File: config.mk
export PLATFORM = sky130hd
export DESIGN_NAME = vt52_screen_writer
export DESIGN_NICKNAME = d
export VERILOG_FILES = /design/src/rtl/vt52_screen_writer.sv
export SDC_FILE = /design/constraint.sdc
export NUM_CORES = 1
export LEC_CHECK = 0
export BUFFER_PORTS_ARGS = -buffer_cell sky130_fd_sc_hd__buf_2
export CAP_MARGIN = 10
export CORE_MARGIN = 10
export CORE_UTILIZATION = 40
export DETAILED_ROUTE_END_ITERATION = 10
export SLEW_MARGIN = 15
export SYNTH_ARGS = -nofsm -noshare
export SYNTH_HDL_FRONTEND = slang
export SYNTH_SLANG_ARGS = --single-unit
File: constraint.sdc
create_clock -name clock -period 6.3 [get_ports clock]
set_input_delay 1.575 -clock clock [delete_from_list [all_inputs] [get_ports clock]]
set_output_delay 1.575 -clock clock [all_outputs]
set_load 0.02 [all_outputs]
File: src/rtl/vt52_screen_writer.sv
// VT52 screen writer: parses a byte stream with VT52 control codes, writes characters into
// the 80x24 screen RAM and maintains the cursor and hardware-scroll top line.
module vt52_screen_writer #(
  parameter logic [6:0] FILL_CHAR  = 7'h20,
  parameter bit         CLR_ON_RST = 1'b1
) (
  input  logic        clock,
  input  logic        reset,
  input  logic [7:0]  char_data,
  input  logic        char_valid,
  output logic        char_ready,
  output logic [10:0] screenmem_addr,
  output logic [6:0]  screenmem_data,
  output logic        screenmem_we,
  output logic [6:0]  curX,
  output logic [4:0]  curY,
  output logic [4:0]  topline
);

  typedef enum logic [2:0] {
    S_IDLE,
    S_ESC,
    S_ESCY_ROW,
    S_ESCY_COL,
    S_CLEAR
  } state_t;

  state_t      state_reg, state_next;
  logic [6:0]  cur_x_reg, cur_x_next;
  logic [4:0]  cur_y_reg, cur_y_next;
  logic [4:0]  top_reg, top_next;
  logic [6:0]  row_arg_reg, row_arg_next;
  logic        wr_pend_reg, wr_pend_next;
  logic [10:0] wr_addr_reg, wr_addr_next;
  logic [6:0]  wr_data_reg, wr_data_next;
  logic [6:0]  clr_x_reg, clr_x_next;
  logic [4:0]  clr_y_reg, clr_y_next;
  logic [4:0]  clr_rows_reg, clr_rows_next;

  logic        ready_int;
  logic        xfer;
  logic [6:0]  b;
  logic [6:0]  arg;
  logic [6:0]  tab_stop;
  logic [5:0]  lrow_wide;
  logic [5:0]  lrow_sub;
  logic [4:0]  lrow;
  logic        unused_bit7;

  // VT52 address map: columns 64..79 are folded into the otherwise unused upper region.
  function automatic logic [10:0] map_addr(input logic [6:0] x, input logic [4:0] y);
    if (x[6] || (y[4] && y[3]))
      map_addr = {y[0], 2'b11, y[2:1], y[4:3], x[3:0]};
    else
      map_addr = {y[0], y[4:1], x[5:0]};
  endfunction

  function automatic logic [4:0] row_inc(input logic [4:0] y);
    row_inc = (y == 5'd23) ? 5'd0 : y + 5'd1;
  endfunction

  function automatic logic [4:0] row_dec(input logic [4:0] y);
    row_dec = (y == 5'd0) ? 5'd23 : y - 5'd1;
  endfunction

  function automatic logic [4:0] row_add(input logic [4:0] a, input logic [4:0] c);
    logic [5:0] s;
    logic [5:0] d;
    s = {1'b0, a} + {1'b0, c};
    d = s - 6'd24;
    row_add = (s >= 6'd24) ? d[4:0] : s[4:0];
  endfunction

  assign unused_bit7 = char_data[7];
  assign b           = char_data[6:0];
  assign arg         = b - 7'd32;
  assign tab_stop    = (cur_x_reg | 7'd7) + 7'd1;

  // Logical row of the cursor relative to the scrolled top line.
  assign lrow_wide = {1'b0, cur_y_reg} + 6'd24 - {1'b0, top_reg};
  assign lrow_sub  = lrow_wide - 6'd24;
  assign lrow      = (lrow_wide >= 6'd24) ? lrow_sub[4:0] : lrow_wide[4:0];

  assign ready_int = (state_reg != S_CLEAR) && !reset;
  assign xfer      = char_valid && ready_int;

  always_comb begin
    state_next    = state_reg;
    cur_x_next    = cur_x_reg;
    cur_y_next    = cur_y_reg;
    top_next      = top_reg;
    row_arg_next  = row_arg_reg;
    wr_pend_next  = 1'b0;
    wr_addr_next  = wr_addr_reg;
    wr_data_next  = wr_data_reg;
    clr_x_next    = clr_x_reg;
    clr_y_next    = clr_y_reg;
    clr_rows_next = clr_rows_reg;

    case (state_reg)
      S_IDLE: begin
        if (xfer) begin
          if (b >= 7'h20 && b <= 7'h7e) begin
            wr_pend_next = 1'b1;
            wr_addr_next = map_addr(cur_x_reg, cur_y_reg);
            wr_data_next = b;
            if (cur_x_reg != 7'd79) cur_x_next = cur_x_reg + 7'd1;
          end else begin
            case (b)
              7'h0d: cur_x_next = 7'd0;
              7'h08: if (cur_x_reg != 7'd0) cur_x_next = cur_x_reg - 7'd1;
              7'h09: cur_x_next = (tab_stop > 7'd79) ? 7'd79 : tab_stop;
              7'h0a: begin
                if (lrow != 5'd23) begin
                  cur_y_next = row_inc(cur_y_reg);
                end else begin
                  // Bottom line: scroll by advancing topline and blank the recycled row.
                  top_next      = row_inc(top_reg);
                  cur_y_next    = top_reg;
                  clr_x_next    = 7'd0;
                  clr_y_next    = top_reg;
                  clr_rows_next = 5'd0;
                  state_next    = S_CLEAR;
                end
              end
              7'h1b: state_next = S_ESC;
              default: ;
            endcase
          end
        end
      end

      S_ESC: begin
        if (xfer) begin
          state_next = S_IDLE;
          case (b)
            7'h41: if (lrow != 5'd0) cur_y_next = row_dec(cur_y_reg);
            7'h42: if (lrow != 5'd23) cur_y_next = row_inc(cur_y_reg);
            7'h43: if (cur_x_reg != 7'd79) cur_x_next = cur_x_reg + 7'd1;
            7'h44: if (cur_x_reg != 7'd0) cur_x_next = cur_x_reg - 7'd1;
            7'h48: begin
              cur_x_next = 7'd0;
              cur_y_next = top_reg;
            end
            7'h4a: begin
              clr_x_next    = cur_x_reg;
              clr_y_next    = cur_y_reg;
              clr_rows_next = 5'd23 - lrow;
              state_next    = S_CLEAR;
            end
            7'h4b: begin
              clr_x_next    = cur_x_reg;
              clr_y_next    = cur_y_reg;
              clr_rows_next = 5'd0;
              state_next    = S_CLEAR;
            end
            7'h59: state_next = S_ESCY_ROW;
            default: ;
          endcase
        end
      end

      S_ESCY_ROW: begin
        if (xfer) begin
          row_arg_next = arg;
          state_next   = S_ESCY_COL;
        end
      end

      S_ESCY_COL: begin
        if (xfer) begin
          // Out-of-range coordinates (including bytes below 0x20, which wrap high) are ignored.
          if (row_arg_reg <= 7'd23) cur_y_next = row_add(top_reg, row_arg_reg[4:0]);
          if (arg <= 7'd79) cur_x_next = arg;
          state_next = S_IDLE;
        end
      end

      S_CLEAR: begin
        if (clr_x_reg == 7'd79) begin
          if (clr_rows_reg == 5'd0) begin
            state_next = S_IDLE;
          end else begin
            clr_x_next    = 7'd0;
            clr_y_next    = row_inc(clr_y_reg);
            clr_rows_next = clr_rows_reg - 5'd1;
          end
        end else begin
          clr_x_next = clr_x_reg + 7'd1;
        end
      end

      default: state_next = S_IDLE;
    endcase
  end

  always_ff @(posedge clock or posedge reset) begin
    if (reset) begin
      state_reg    <= CLR_ON_RST ? S_CLEAR : S_IDLE;
      cur_x_reg    <= 7'd0;
      cur_y_reg    <= 5'd0;
      top_reg      <= 5'd0;
      row_arg_reg  <= 7'd0;
      wr_pend_reg  <= 1'b0;
      wr_addr_reg  <= 11'd0;
      wr_data_reg  <= 7'd0;
      clr_x_reg    <= 7'd0;
      clr_y_reg    <= 5'd0;
      clr_rows_reg <= 5'd23;
    end else begin
      state_reg    <= state_next;
      cur_x_reg    <= cur_x_next;
      cur_y_reg    <= cur_y_next;
      top_reg      <= top_next;
      row_arg_reg  <= row_arg_next;
      wr_pend_reg  <= wr_pend_next;
      wr_addr_reg  <= wr_addr_next;
      wr_data_reg  <= wr_data_next;
      clr_x_reg    <= clr_x_next;
      clr_y_reg    <= clr_y_next;
      clr_rows_reg <= clr_rows_next;
    end
  end

  // Clear writes come straight from the clear counters; character writes are registered.
  assign char_ready     = ready_int;
  assign screenmem_we   = !reset && ((state_reg == S_CLEAR) || wr_pend_reg);
  assign screenmem_addr = (state_reg == S_CLEAR) ? map_addr(clr_x_reg, clr_y_reg) : wr_addr_reg;
  assign screenmem_data = (state_reg == S_CLEAR) ? FILL_CHAR : wr_data_reg;
  assign curX           = cur_x_reg;
  assign curY           = cur_y_reg;
  assign topline        = top_reg;

endmodule
==> results of run 1 <==
==> worst max-delay path, delay by kind of cell, from the launching register on <==
family | cells | cell delay, ps
adder cells (fa/ha/maj) | 5 | 1200
AO/OA/AOI/OAI | 3 | 670
AND/OR/NAND/NOR | 8 | 1980
XOR/XNOR | 1 | 420
buffers and inverters | 3 | 500
flip-flops | 1 | 510
==> worst paths after layout <==
kind	to	startpoint	cells after the start
max in group asynchronous	row_arg_reg[5]	reset	3
hold / removal	wr_data_reg[6]	wr_data_reg[6]	2
hold reg to reg	wr_data_reg[6]	wr_data_reg[6]	2
min in group asynchronous	clr_y_reg[4]	reset	3
setup reg to reg	clr_x_reg[3]	curY[0]	20
setup / recovery	clr_x_reg[3]	curY[0]	20
==> synth_stat cells (4+ instances only) <==
library cell   n  area [µm²]
nor2_1        72         270
nand2_1       71         267
dfrtp_1       58        1450
o21ai_0       52         260
a21oi_1       38         190
clkbuf_1      32         120
ha_1          32         400
inv_1         26        97.6
nand3_1       21         105
nor3_1        21         105
mux2_2        16         180
xnor2_1       16         140
o22ai_1       12        75.1
and2_1        11        68.8
nand2b_1      11        68.8
a31oi_1       10        62.6
nor2b_1        9        56.3
a211oi_1       8        60.1
buf_2          8        40.0
nor4_1         8        50.1
a221oi_1       7        61.3
mux2i_1        7        70.1
o22a_1         7        61.3
xor2_1         7        61.3
nand4_1        6        37.5
or3_1          6        37.5
a21o_1         5        37.5
dfstp_2        5         131
and3_1         4        25.0
and4b_1        4        40.0
nand4b_1       4        35.0
nor4b_1        4        35.0
o2111ai_1      4        35.0
==> cells by family (layout without fill, tap and decap cells) <==
| group | Yosys count | in the layout |
|---|---|---|
| AO/OA/AOI/OAI | 183 | 183 |
| buffers and inverters | 71 | 97 |
| AND/OR/NAND/NOR | 277 | 277 |
| XOR/XNOR | 23 | 23 |
| flip-flops | 63 | 63 |
| multiplexers | 23 | 23 |
| adder cells (fa/ha/maj) | 34 | 34 |
==> layout make-up <==
type | instances | area (µm²) | area share
Inverter | 28 | 105 | 0.0175
Tap cell | 176 | 220 | 0.0367
Multi-Input combinational cell | 540 | 3520 | 0.587
Clock inverter | 6 | 61.3 | 0.0102
Sequential cell | 63 | 1580 | 0.264
Timing Repair Buffer | 53 | 283 | 0.0471
Clock buffer | 10 | 229 | 0.0381
==> through the flow <==
| step | power [mW] | utilization | cell area [µm²] |
|---|---|---|---|
| 2_1_floorplan | 1.84 | - | 5390 |
| 5_1_grt | 2.99 | 0.453 | 6000 |
| 4_1_cts | 2.77 | 0.453 | 6000 |
| 3_5_place_dp | 2.26 | 0.431 | 5710 |
| 6_report | 2.77 | 0.453 | 6000 |
| 3_3_place_gp | 2.22 | 0.431 | 5710 |
==> per-layer routing <==
metal | vias up | routed length, µm | GRT usage
li1 | 2515 | - | -
met5 | - | 0 | 0
met3 | 25 | 973 | 0.0365
met4 | 0 | 325 | 0.0598
met1 | 2607 | 7740 | 0.241
met2 | 182 | 8100 | 0.305
==> report_power, final <==
| part | internal (mW) | switching (mW) |
|---|---|---|
| Sequential | 0.564 | 0.244 |
| Clock | 0.305 | 0.191 |
| Combinational | 0.594 | 0.867 |
==> results.toml, run 1 <==
[grt]
antenna_found_initial = 0
grt_max_degree = 64
grt_pass1_vias = 5115
overflow = 0
grt_pass1_wl_um = 27500
grt_usage = 0.186

[outcome]
outcome = "finished clean"

[final_layout]
area_growth_pct = 11.3
largest_reg_flops = 11
fillCellCount = 1357
drive_gt1_frac = 0.150
antenna_cells = 0
layout_commonest_cell = "nor2_1"
stdcell_count = 876
nets = 740
final_cell_mix = "72 x nor2_1, 71 x nand2_1, 58 x dfrtp_1, 52 x o21ai_0, 46 x buf_2"

[synthesis]
synth-compound-area-share = 0.220
synthAdderAreaFrac = 0.0817
synth_ff_type = "dfrtp_1"
synth-simple-area-share = 0.267
syn_area_um2 = 5390
synth-async-reset-ratio = 1.00
synth-seq-cells = 63
synth.yosys.warnings = 0
muxShareOfSynthArea = 0.0464
netlist_instances = 674
yosys.area_share.xor_xnor = 0.0374
ys_types = 77
synth_top_family_by_area = "simple AND/OR/NAND/NOR gates"
yosysSeqAreaShare = 0.294
synth_nets = 719
synth-edff-count = 0
avgSynthCellArea_um2 = 8.00

[timing]
final.period_utilization = 0.857
min_period_ps = 5400
relSlewSlack = 0.349
hold_viol = 0
hold_slack_ps = 474
rsz0062_at_grt = "false"
worst_pin_slew_ps = 968
finalSetupTns_ps = 0
max_freq_mhz = 185
drv_slew = 0
setup_ws_ps = 901
setup_viol = 0
fin_skew_ps = 6.94

[setup_path]
crit_required_ps = 6530
r2r_slack_ps = 900
cp-end-kind = "flop"
cp-start-kind = "flop"
crit_slowest_cell = "dfrtp_1"
max_stage_delay_ps = 510
cp.arrival_ps = 5620
worstPathCellList = "inv_1, ha_1, inv_1, ha_1, fa_1, xor2_1, ha_1, nor4bb_1, and4b_1, nor2_1, nor3b_1, nor2_1, ha_1, and4b_1, nor3_1, a211oi_1, nand3_1, inv_2, o21ai_0, a22o_1"
crit_path_frequent_cell = "ha_1"
crit_fanout = 9
critPathKind = "flop to flop"

[floorplan]
die_h_um = 136
die_w_um = 136
io_pins = 48
rows = 42
die_area_um2 = 18500
core_area_um2 = 13200
initial_utilization = 0.407

[place]
dp_hpwl_um = 12300
gp_congestion = 0.915
port_buffers = 46
place_worst_setup_slack_ps = 968
post-place-cells = 860

[clock_network]
cts_tree = "built"
cts_resized = 0
clock_sinks = 63
clk_latency_ps = 340
cts-buffers-inserted = 9
htree_levels = 3
post_cts_buffers = 0
clk_pin_slew_worst_paths_ps = 60
hold_buffers = 0
clockBufferDepth = 2
clockRootBuffer = "clkbuf_16"

[route]
drt_first_pass_iters = 6
drc = 0
routed_wl_um = 17100
drtIter0Drc = 518
vias_per_cell = 6.08
ant_nets = 0
vias = 5329
wire_per_inst_um = 19.6

[pwr]
ir_drop_uv = 169
power.leakage_nw = 2.54
powerDensity_nw_per_um2 = 461

[worst_hold_path]
min_path_type = "flop to flop"

[job]
cap_violations = 0
No activity file was read; power rests on OpenSTA's default activity.
==> run 2: changes to the inputs <==
--- a/config.mk
+++ b/config.mk
@@ -8,7 +8,7 @@
 export BUFFER_PORTS_ARGS = -buffer_cell sky130_fd_sc_hd__buf_2
 export CAP_MARGIN = 10
 export CORE_MARGIN = 10
-export CORE_UTILIZATION = 40
+export CORE_UTILIZATION = 35
 export DETAILED_ROUTE_END_ITERATION = 10
 export SLEW_MARGIN = 15
 export SYNTH_ARGS = -nofsm -noshare
==> constraint.sdc (replaced) <==
create_clock -name clock -period 6.3 [get_ports clock]
set_input_delay 0.315 -clock clock [delete_from_list [all_inputs] [get_ports clock]]
set_output_delay 0.315 -clock clock [all_outputs]
set_load 0.02 [all_outputs]
==> run 2 against run 1 <==
Compared with the run above: critical path depth down 2; first-iteration DRC count down 22%; combinational power about the same; hold slack worse by 210 ps; clock-buffer cell count down 1; global-route usage down 1.9 points; maximum frequency up 1.0%; worst setup slack better by 54 ps; via count up 0.30%; sequential share of layout area down 0.37 points; sequential cell count unchanged; core utilization down 5.1 points; critical path type unchanged; critical endpoint unchanged; largest cell class unchanged; largest power group unchanged.
==> results.toml, run 2 (synthesis results as in run 1) <==
[final_layout]
layout_commonest_cell = "nor2_1"
fillCellCount = 1527
regArea_um2 = 1580
antenna_cells = 0
multi_input_area_um2 = 3520
drive_gt1_frac = 0.154
utilization = 0.402
final_cell_mix = "72 x nor2_1, 71 x nand2_1, 58 x dfrtp_1, 52 x o21ai_0, 46 x buf_2"
area_growth_pct = 12.9
nets = 742
largest_reg_flops = 11

[pwr]
powerDensity_nw_per_um2 = 470
ir_drop_uv = 157
power.leakage_nw = 2.58

[clock_network]
hold_buffers = 0
cts_resized = 0
cts-buffers-inserted = 9
htree_levels = 3
clk_latency_ps = 340
clk_pin_slew_worst_paths_ps = 60
clockRootBuffer = "clkbuf_16"
clock_sinks = 63
post_cts_buffers = 0
cts_tree = "built"
clockBufferDepth = 2

[place]
gp_congestion = 0.942
port_buffers = 46
dp_hpwl_um = 12400

[timing]
finalSetupTns_ps = 0
final.period_utilization = 0.848
max_freq_mhz = 187
min_period_ps = 5350
setup_viol = 0
drv_slew = 0
worst_pin_slew_ps = 1020
hold_viol = 0
fin_skew_ps = 11.5
relSlewSlack = 0.313
rsz0062_at_grt = "false"
hold_slack_ps = 261

[route]
vias_per_cell = 6.01
drt_first_pass_iters = 5
drc = 0
vias = 5345
drtIter0Drc = 405
ant_nets = 0
wire_per_inst_um = 19.3
routed_wl_um = 17200

[floorplan]
die_h_um = 144
initial_utilization = 0.356
rows = 45
die_area_um2 = 20800
die_w_um = 144
core_area_um2 = 15100
io_pins = 48

[grt]
grt_usage = 0.168
antenna_found_initial = 0
grt_pass1_wl_um = 27800
grt_max_degree = 64
overflow = 0
grt_pass1_vias = 5106

[setup_path]
r2r_cells = 18
cp.arrival_ps = 5570
cp-start-kind = "flop"
crit_required_ps = 6520
r2r_slack_ps = 950
r2r-end = "clr_x_reg[3]"
cp-end-kind = "flop"
critPathKind = "flop to flop"
crit_fanout = 9
rr_startpoint = "topline[2]"

[worst_hold_path]
min_path_type = "primary input to asynchronous set/reset pin"

[outcome]
outcome = "finished clean"

[job]
cap_violations = 0
-- run 2: cell types whose count changed in the layout (fill, tap and decap cells not counted), sizes merged --
cell      change
clkbuf        -1
bufinv        +2
clkinvlp      -1
buf           +2
-- run 2: final cells by class --
cell class,count,area share
clock buffers,9,0.0370
clock inverters,7,0.0199
inverters,28,0.0173
multi-input cells,540,0.578
flip-flops and latches,63,0.260
well taps,188,0.0386
repair buffers,55,0.0489
-- run 2: worst max-delay path by stage --
stage,start,to,slack (ps),cells after the start
after floorplan,topline[1],clr_y_reg[1],1580,19
after global placement,topline[2],clr_x_reg[3],1220,20
after detailed placement,topline[2],clr_x_reg[3],1080,20
after CTS,topline[2],clr_x_reg[3],1040,20
after global routing,topline[2],clr_x_reg[3],590,18
final,topline[2],clr_x_reg[3],950,18
-- run 2: routing by layer --
metal  vias up  global-route usage  wire (µm)  part of all wire
met2       182               0.271       8010              0.47
met5         -                   0          0                 0
met1      2618               0.221       7830              0.46
met4         0              0.0602        402             0.023
li1       2510                   -          -                 -
met3        35              0.0253        930             0.054
-- run 2: stage by stage --
step	cell area (µm²)	setup slack (ps)	total power [mW]	instances
6_report	6090	955	2.86	890
5_1_grt	6090	588	3.09	890
4_1_cts	6090	1040	2.86	890
3_5_place_dp	5740	1080	2.27	874
3_3_place_gp	5740	1220	2.23	874
2_1_floorplan	5390	1580	1.84	674
-- run 2: critical path, stage by stage, from the launching register on --
cell and delay [ps]:
dfrtp_1 550, inv_1 170, ha_1 350, fa_1 460, xor2_1 400, ha_1 230, nor4bb_1 370, and4b_1 250
nor2_1 260, nor3b_1 110, nor2_1 130, ha_1 170, and4b_1 450, nor3_1 80, a211oi_1 370, nand3_1 340
inv_2 220, o21ai_0 120, a22o_1 190
-- run 2: power breakdown --
group	leakage [nW]	switching [mW]	internal (mW)	total, mW
sequential	0.773	0.233	0.565	0.797
clock	0.170	0.196	0.388	0.584
combinational	1.64	0.881	0.598	1.48
total	2.58	1.31	1.55	2.86
==> run 3: changes to the inputs <==
==> constraint.sdc (replaced) <==
create_clock -name clock -period 4.3 [get_ports clock]
set_input_delay 0.215 -clock clock [delete_from_list [all_inputs] [get_ports clock]]
set_output_delay 0.215 -clock clock [all_outputs]
set_load 0.02 [all_outputs]
==> run 3 against run 2 <==
Compared with the run above: the flow now finishes with violations (negative hold slack); sequential share of layout area down 0.80 points; worst setup slack worse by 840 ps; critical path depth unchanged; largest power group unchanged.
==> results.toml, run 3 (synthesis results as in run 1) <==
[worst_hold_path]
min_path_type = "primary input to asynchronous set/reset pin"

[route]
wire_per_inst_um = 19.8
vias = 5434
vias_per_cell = 5.98
routed_wl_um = 18000
drc = 0
ant_nets = 0
drt_first_pass_iters = 5
drtIter0Drc = 456

[floorplan]
rows = 45
core_area_um2 = 15100
die_w_um = 144
initial_utilization = 0.356
io_pins = 48
die_h_um = 144
die_area_um2 = 20800

[setup_path]
crit_fanout = 8
worstPathCellList = "inv_1, ha_4, ha_4, fa_2, xor2_2, ha_2, nor4bb_4, a211oi_2, nor2_4, buf_4, nor2_1, o22a_1, ha_2, and4b_2, nand3_1, or3_4, or4b_1, nand2_1"
r2r_slack_ps = 120
cp-end-kind = "flop"
crit_required_ps = 4580
critPathTopFamily = "simple AND/OR/NAND/NOR gates"
crit_slowest_cell = "or4b_1"
crit_cells = 18
cp-start-kind = "flop"
critPathBufInv = 2
r2r_cells = 18
max_stage_delay_ps = 520
cp.arrival_ps = 4460
critPathKind = "flop to flop"

[final_layout]
nets = 761
stdcell_count = 909
regArea_um2 = 1590
fillCellCount = 1492
fin_area_um2 = 6300
largest_reg_flops = 11
multi_input_area_um2 = 3630
drive_gt1_frac = 0.208
final_cell_mix = "71 x nor2_1, 71 x nand2_1, 54 x dfrtp_1, 52 x o21ai_0, 46 x buf_2"
antenna_cells = 0
area_growth_pct = 16.9

[timing]
max_freq_mhz = 239
setup_viol = 0
worst_pin_slew_ps = 1040
min_period_ps = 4180
hold_slack_ps = -8.55
drv_slew = 0
hold_viol = 20
relSlewSlack = 0.306
fin_skew_ps = 12.7
setup_ws_ps = 118
final.period_utilization = 0.973

[grt]
grt_max_degree = 34
overflow = 0
antenna_found_initial = 0
grt_usage = 0.175
grt_pass1_vias = 5218
grt_pass1_wl_um = 28700

[clock_network]
clockBufferDepth = 2
cts_tree = "built"
cts-buffers-inserted = 9
clockRootBuffer = "clkbuf_16"
htree_levels = 3
hold_buffers = 0
clk_pin_slew_worst_paths_ps = 60
clk_latency_ps = 360
clock_sinks = 63

[place]
place_worst_setup_slack_ps = -86.0
post-place-cells = 890
dp_hpwl_um = 12900
post_dp_cell_area_um2 = 5910
gp_congestion = 0.941
port_buffers = 46

[pwr]
ir_drop_uv = 217
finalPower_mw = 4.37
powerDensity_nw_per_um2 = 693
power.leakage_nw = 2.65

[outcome]
violations = "negative hold slack"
outcome = "complete, but fails checks"

[job]
cap_violations = 0
==> run 3: area by class of cell <==
cell class | instances | area share
Clock inverter | 7 | 0.0123
Tap cell | 188 | 0.0373
Timing Repair Buffer | 74 | 0.0699
Inverter | 28 | 0.0167
Multi-Input combinational cell | 540 | 0.576
Sequential cell | 63 | 0.252
Clock buffer | 9 | 0.0357
==> run 3: path summary, 6_finish.rpt <==
path,startpoint,endpoint
setup / recovery,topline[1],topline[4]
hold / removal,reset,wr_addr_reg[2]
setup reg to reg,topline[1],topline[4]
hold reg to reg,wr_data_reg[0],wr_data_reg[0]
max in group asynchronous,reset,clr_rows_reg[4]
min in group clock,char_data[5],row_arg_reg[5]
==> run 3: through the flow <==
step / utilization / TNS, ps
detailed placement: 0.390 / -135
floorplan: - / 0
CTS: 0.411 / 0
global route: 0.416 / -2.47
finish: 0.416 / 0
global placement: 0.390 / 0
==> run 3: repair_timing <==
action / in CTS / in global routing
gates resized for setup: 4 / 11
setup buffers: 0 / 3
pin swaps: 0 / 10
endpoints found under the setup margin: 7 / 23
cloned: 0 / 0
==> run 3: power by group <==
part | internal [mW] | switching, mW | leakage [nW]
logic | 1.04 | 1.41 | 1.74
registers | 0.829 | 0.320 | 0.768
clock network | 0.455 | 0.317 | 0.147
total | 2.32 | 2.04 | 2.65
==> run 3: worst register-to-register path, stage by stage (launching register included) <==
cell	delay [ps]
dfrtp_2	400
inv_1	80
ha_4	210
ha_4	160
fa_2	420
xor2_2	170
ha_2	180
nor4bb_4	150
a211oi_2	310
nor2_4	80
buf_4	150
nor2_1	110
o22a_1	140
ha_2	170
and4b_2	260
nand3_1	70
or3_4	430
or4b_1	520
nand2_1	90
==> run 3: routing by layer <==
layer  vias to the layer above  track usage  wire, µm
met5                         -            0         0
met4                         0       0.0779       490
met3                        30       0.0318      1140
met2                       200        0.275      8440
met1                      2654        0.228      7950
li1                       2550            -         -
